$ cat config.mk
export PLATFORM = sky130hd
export DESIGN_NAME = register_file
export DESIGN_NICKNAME = d
export VERILOG_FILES = /design/src/rtl/register_file_pkg.sv /design/src/rtl/register_file_read_port.sv /design/src/rtl/register_file.sv
export SDC_FILE = /design/constraint.sdc
export NUM_CORES = 2
export LEC_CHECK = 0
export CAP_MARGIN = 20
export CORE_UTILIZATION = 35
export CTS_CLUSTER_SIZE = 40
export DETAILED_ROUTE_END_ITERATION = 10
export SYNTH_ARGS = -nofsm -noshare
export SYNTH_HDL_FRONTEND = slang
export SYNTH_SLANG_ARGS = --single-unit
$ cat constraint.sdc
create_clock -name clk -period 6.02 [get_ports clk]
set_input_delay 1.204 -clock clk [delete_from_list [all_inputs] [get_ports clk]]
set_output_delay 1.204 -clock clk [all_outputs]
set_load 0.05 [all_outputs]
$ cat src/rtl/register_file_pkg.sv
// Shared defaults for the register file: widths, register count and the
// index of the hard-wired zero register.
package register_file_pkg;

   localparam int DATA_W_DEF   = 32;
   localparam int ADDR_W_DEF   = 5;
   localparam int NUM_REGS_DEF = 32;
   localparam int ZERO_REG_IDX = 0;

endpackage : register_file_pkg

$ cat src/rtl/register_file_read_port.sv
// One combinational read port: index mux, zero-register forcing and
// same-cycle write-through bypass, all suppressed while reset is asserted.
module register_file_read_port
   import register_file_pkg::*;
#(
   parameter int DATA_W   = DATA_W_DEF,
   parameter int ADDR_W   = ADDR_W_DEF,
   parameter int NUM_REGS = NUM_REGS_DEF
) (
   input  logic [DATA_W-1:0] regs [NUM_REGS],
   input  logic              reset,
   input  logic [ADDR_W-1:0] read_index,
   input  logic [ADDR_W-1:0] write_index,
   input  logic [DATA_W-1:0] write_data,
   input  logic              write_en,
   output logic [DATA_W-1:0] read_data
);

   // Priority: reset, then zero register, then bypass, then stored value.
   always_comb begin
      read_data = '0;
      if (!reset) begin
         read_data = '0;
      end else if (read_index == ADDR_W'(ZERO_REG_IDX)) begin
         read_data = '0;
      end else if (write_en && (write_index == read_index)) begin
         read_data = write_data;
      end else begin
         read_data = regs[read_index];
      end
   end

endmodule : register_file_read_port

$ cat src/rtl/register_file.sv
// Two-read, one-write register file with a hard-wired zero register and
// write-through bypass; storage clears on a synchronous active-low reset.
module register_file
   import register_file_pkg::*;
#(
   parameter int DATA_W   = DATA_W_DEF,
   parameter int ADDR_W   = ADDR_W_DEF,
   parameter int NUM_REGS = NUM_REGS_DEF
) (
   input  logic              clk,
   input  logic              reset,
   input  logic [ADDR_W-1:0] ReadRegister1,
   input  logic [ADDR_W-1:0] ReadRegister2,
   input  logic [ADDR_W-1:0] WriteRegister,
   input  logic [DATA_W-1:0] WriteData,
   input  logic              RegWrite,
   output logic [DATA_W-1:0] ReadData1,
   output logic [DATA_W-1:0] ReadData2
);

   logic [DATA_W-1:0] regs_r [NUM_REGS];
   logic              write_en_s;

   assign write_en_s = RegWrite && (WriteRegister != ADDR_W'(ZERO_REG_IDX));

   // Storage update: reset clears everything and wins over a coincident write.
   always_ff @(posedge clk) begin
      if (!reset) begin
         for (int i = 0; i < NUM_REGS; i++) begin
            regs_r[i] <= '0;
         end
      end else if (write_en_s) begin
         regs_r[WriteRegister] <= WriteData;
      end
   end

   register_file_read_port #(
      .DATA_W   (DATA_W),
      .ADDR_W   (ADDR_W),
      .NUM_REGS (NUM_REGS)
   ) u_read_port1 (
      .regs        (regs_r),
      .reset       (reset),
      .read_index  (ReadRegister1),
      .write_index (WriteRegister),
      .write_data  (WriteData),
      .write_en    (RegWrite),
      .read_data   (ReadData1)
   );

   register_file_read_port #(
      .DATA_W   (DATA_W),
      .ADDR_W   (ADDR_W),
      .NUM_REGS (NUM_REGS)
   ) u_read_port2 (
      .regs        (regs_r),
      .reset       (reset),
      .read_index  (ReadRegister2),
      .write_index (WriteRegister),
      .write_data  (WriteData),
      .write_en    (RegWrite),
      .read_data   (ReadData2)
   );

endmodule : register_file

Word level (Yosys, flattened, before mapping)
Index checks and enable logic that the tools add are counted.

Bits in registers: 1024. Output and inout bits: 64. Word-level logic and storage cells: 63.

$lt $le $gt $ge: 4. Eq/ne operators: 2. Multiplexer cells: 15. Bitwise logic cells: 3. Reduce and logical (&&, ||, !) cells: 7.

Operator list (count): $bwmux 1024 (1); $mux 32 (11); $bmux 32 s5 (2); $demux 32 s5 (1); $ge 6x6->1 const B (3); $not 5->6 (3); $eq 5x5->1 (2); $logic_not 5->1 (2); $lt 6x1->1 const B (1); $reduce_bool 5->1 (1); $logic_and 1x1->1 (4).

Depth between registers and ports, before layout
Depth after elaboration: 7. Mapped depth: 9. Gate-level depth less buffers: 5.

By module
Synthesis repeated with hierarchy kept, for this count alone.

Cell total of the unflattened synthesis: 5639. Area, all modules: 54145.7 um^2.

Modules (own cells, without submodules): register_file (times used 1, cells an instance 3435, area an instance 36038.3 um^2, sequential area each 20499.7 um^2); register_file_read_port (times used 2, cells an instance 1102, area an instance 9053.7 um^2, sequential area each 0.0 um^2).

Least setup slack after synthesis
OpenSTA, ideal clock, no wires.

Path type: input port to output port. Start: in ReadRegister1[4]. End: out ReadData1[11]. Arrival time: 3326 ps. Path slack: 1490 ps. Stages on the path: 9. Buffers on the path: 4. Path through: buf_4 > nand2b_1 > buf_2 > or3b_1 > clkbuf_1 > buf_2 > o22ai_1 > nor2_1 > a41oi_1.

Word-level cells in the longest chain between the ends: 7. Elaborated cells between the ends (all ways): 10. Those cells by class: eq/ne: 1; mux: 6; bitwise: 1; reduce/logical: 2.

Ends and longest elaborated chain: start, declared (line register_file.sv:12) `input logic [ADDR_W-1:0] ReadRegister1,`; $not 5->6 (not written as such) (line register_file_read_port.sv:29) `read_data = regs[read_index];`; $bmux 32 s5 (line register_file_read_port.sv:29); $mux 32 (not written as such) (2 in a row) (line register_file_read_port.sv:29); $mux 32 (line register_file_read_port.sv:26) `end else if (write_en && (write_index == read_index)) begin`; $mux 32 * (line register_file_read_port.sv:24) `end else if (read_index == ADDR_W'(ZERO_REG_IDX)) begin`; $mux 32 * (line register_file_read_port.sv:22) `if (!reset) begin`; end, declared (line register_file.sv:17) `output logic [DATA_W-1:0] ReadData1,`.

Every way passes the cells marked *; elsewhere a longest branch is shown, timed or not. The select of a mux whose other input is x is not followed.

Worst setup path in the final report
Start: in ReadRegister2[2]. End: out ReadData2[18].

Word-level cells in the longest chain between the ends: 7. Elaborated cells between the ends (all ways): 10. Those cells by class: eq/ne: 1; mux: 6; bitwise: 1; reduce/logical: 2.

Ends and longest elaborated chain: start, declared (line register_file.sv:13) `input logic [ADDR_W-1:0] ReadRegister2,`; $not 5->6 (not written as such) (line register_file_read_port.sv:29); $bmux 32 s5 (line register_file_read_port.sv:29); $mux 32 (not written as such) (2 in a row) (line register_file_read_port.sv:29); $mux 32 (line register_file_read_port.sv:26); $mux 32 * (line register_file_read_port.sv:24); $mux 32 * (line register_file_read_port.sv:22); end, declared (line register_file.sv:18) `output logic [DATA_W-1:0] ReadData2`.

Marked as above.

==> results.toml <==
[run_status]
status = "completed"

[min_path]
min-delay-path-class = "reg2reg"

[synth]
ys_warn_count = 0
ys_seq_area_share_pct = 37.09
synth-main-ff-cell = "dfxtp_1"
synthCells = 6245
synth_common_cells = "nand2_1 (2,114), dfxtp_1 (1,024), a21boi_1 (820), clkbuf_1 (414), mux2i_1 (374)"
synth_area_leaders = "dfxtp_1 (37%), nand2_1 (14%), mux4_2 (13%)"
syn_area_um2 = 55260
ys_seq_elements = 1024
avgSynthCellArea_um2 = 8.849
async_flop_share_pct = 0
synth_top_area_share_pct = 37.09
synth.largest_area_cell = "dfxtp_1"
synth_edf_count = 0
syn_nets = 6295
synth.distinct_cells = 60
yosysMostFrequentCell = "nand2_1"

[sta]
whs_ps = 464.0
layout_min_cycle_time_ps = 5894
slew_headroom_pct = 15.70
period_share_pct = 97.90
clock.fmax_mhz = 169.7
setup_tns_ps = 0
fin_skew_ps = 0
tightest_slew_ps = 1233
hold_violations = 0
rsz0062_at_grt = "no"
slew_violations = 0
setup_viol = 0

[grt]
gr-total-overflow = 0
antenna_found_initial = 10
grt_pass1_vias = 47050
grt_start_max_net_pins = 204
grt_use_total_pct = 27.46
grt_pass1_wl_um = 324900

[die]
core_um2 = 156600
dieArea_um2 = 159500
die_h_um = 399.4
ioPinCount = 114
initial_core_util_pct = 35.30
die_w_um = 399.4
rows = 145

[detailed_routing]
first_pass_iters = 8
wl_per_cell_um = 27.30
vias = 49660
drc = 0
viasPerCell = 6.038
drt_iter0_markers = 6557
routed_wl_um = 224500
postRouteAntennaNets = 0

[setup_path]
cpMostUsedCell = "buf_4"
slowest_stage = "a2111oi_0"
cp_max_fo = 48
max_stage_delay_ps = 1080
cp.required_ps = 4820
worstSetupPathType = "in2out"
end_kind = "primary output"
cp.arrival_ps = 4690
crit_family = "compound AO/OA/AOI/OAI gates"
cp_cell_sequence = "buf_8, buf_4, mux4_2, o22ai_1, a211oi_1, a2111oi_0, a21oi_1, buf_4"
path_buf_inv = 3
cp-start-kind = "input pin"

[run]
drv_cap = 0

[cts]
numCtsBuffers = 107
ctsResizeCount = 0
clkSinkCount = 1024
cts_setup_buffers = 0
cts-hold-fix-buffers = 0
root_buffer = "clkbuf_16"
ctsLongestPathBuffers = 3
cts_tree = "done"
htreeDepth = 3
clock_latency_ps = 740
path_clk_slew_ps = 60

[power_and_ir_drop]
powerDensity_nw_per_um2 = 250.5
peakVddDrop_uv = 230.9
p_leak_nw = 20.96

[placed_design]
hpwlAfterDp_um = 139500
gp_congestion = 0.9323
portBuffers = 113

[layout]
n_fill_cell = 15480
syn2layout_area_growth_pct = 13.61
largest_reg_flops = 1024
fin_nets = 6119
layout-drive-gt1-share_pct = 15.96
top_regs = "regs_r x1024"
top_register = "regs_r"
-- worst reg2reg max path: cells and delay by family, from the launching register on --
family | cells | cell delay, ps
AO/OA/AOI/OAI | 1 | 210
AND/OR/NAND/NOR | 1 | 70
flip-flops | 1 | 370
-- report_power, final --
part	internal (W)	total, W	switching [W]	leakage (nW)
Combinational	0.000543	0.00156	0.00101	10.8
Sequential	0.00682	0.00686	0.0000375	8.25
Clock	0.00427	0.00731	0.00304	1.87
-- through the flow --
| step | utilization [%] | total power, W | std cells | setup WS [ps] | instance area, µm² |
|---|---|---|---|---|---|
| after global routing | 40.10 | 0.01607 | 8223 | 208.9 | 62780 |
| after floorplan | - | 0.007926 | 6245 | 1490 | 55260 |
| after global placement | 37.57 | 0.008506 | 8011 | 295.7 | 58820 |
| after CTS | 40.03 | 0.01572 | 8215 | 319.0 | 62670 |
| after detailed placement | 37.61 | 0.008519 | 8014 | 317.6 | 58880 |
| final | 40.10 | 0.01573 | 8224 | 126.2 | 62790 |
-- final cells by class --
type | count | area, µm² | share of cell area (%)
Tap cell | 2058 | 2575 | 4.101
Sequential cell | 1024 | 20500 | 32.65
Inverter | 2 | 7.507 | 0.01196
Multi-Input combinational cell | 4582 | 32220 | 51.32
Clock inverter | 48 | 681.9 | 1.086
Clock buffer | 153 | 3104 | 4.944
Timing Repair Buffer | 352 | 3685 | 5.869
Antenna cell | 5 | 12.51 | 0.01993
-- path summary, 6_finish.rpt --
kind                                  startpoint       endpoint  slack, ps  depth (start not counted)
worst max-delay path            ReadRegister2[2]  ReadData2[18]        130                          8
worst min-delay path                 regs_r[129]    regs_r[129]        460                          2
worst max register to register       regs_r[204]    regs_r[204]       5290                          2
worst min register to register       regs_r[129]    regs_r[129]        460                          2
-- placed cells by master (no fill, tap or decap), drive strengths merged, types with 3 or more instances in the layout --
cell,instances
nor3b,3
a211oi,25
a22oi,16
or2,9
clkinvlp,3
clkdlybuf4s50,38
nor2,88
inv,4
clkbuf,153
mux2i,374
o221ai,19
and3,3
a21o,15
buf,314
mux2,86
or3b,5
xor2,4
nand3,8
a21boi,993
o221a,3
o211ai,32
xnor2,6
dfxtp,1024
o21ai,116
a21oi,54
and2,37
nand2b,9
mux4,331
diode,5
o2111ai,3
a41oi,24
o2bb2ai,3
o21a,4
clkinv,27
a2111oi,28
o2111a,8
o22ai,147
nand2,2114
bufinv,16
-- cells by family after synthesis --
group | Yosys count | synth area share (%)
buffers and inverters | 639 | 5.157
AOI/OAI and AO/OA | 1491 | 19.51
DFF | 1024 | 37.09
muxes | 791 | 22.02
xor gates and xnor gates | 10 | 0.1585
and+or+nand+nor | 2290 | 16.07
-- per-layer routing --
layer | GRT usage [%] | share of wire (%) | up-vias
li1 | - | - | 21380
met3 | 8.185 | 12 | 638
met2 | 40.59 | 43 | 3107
met1 | 36.46 | 40 | 24530
met5 | 0 | 0.029 | -
met4 | 13.03 | 4.9 | 10
Note: power is estimated with default switching activity, not from simulation.
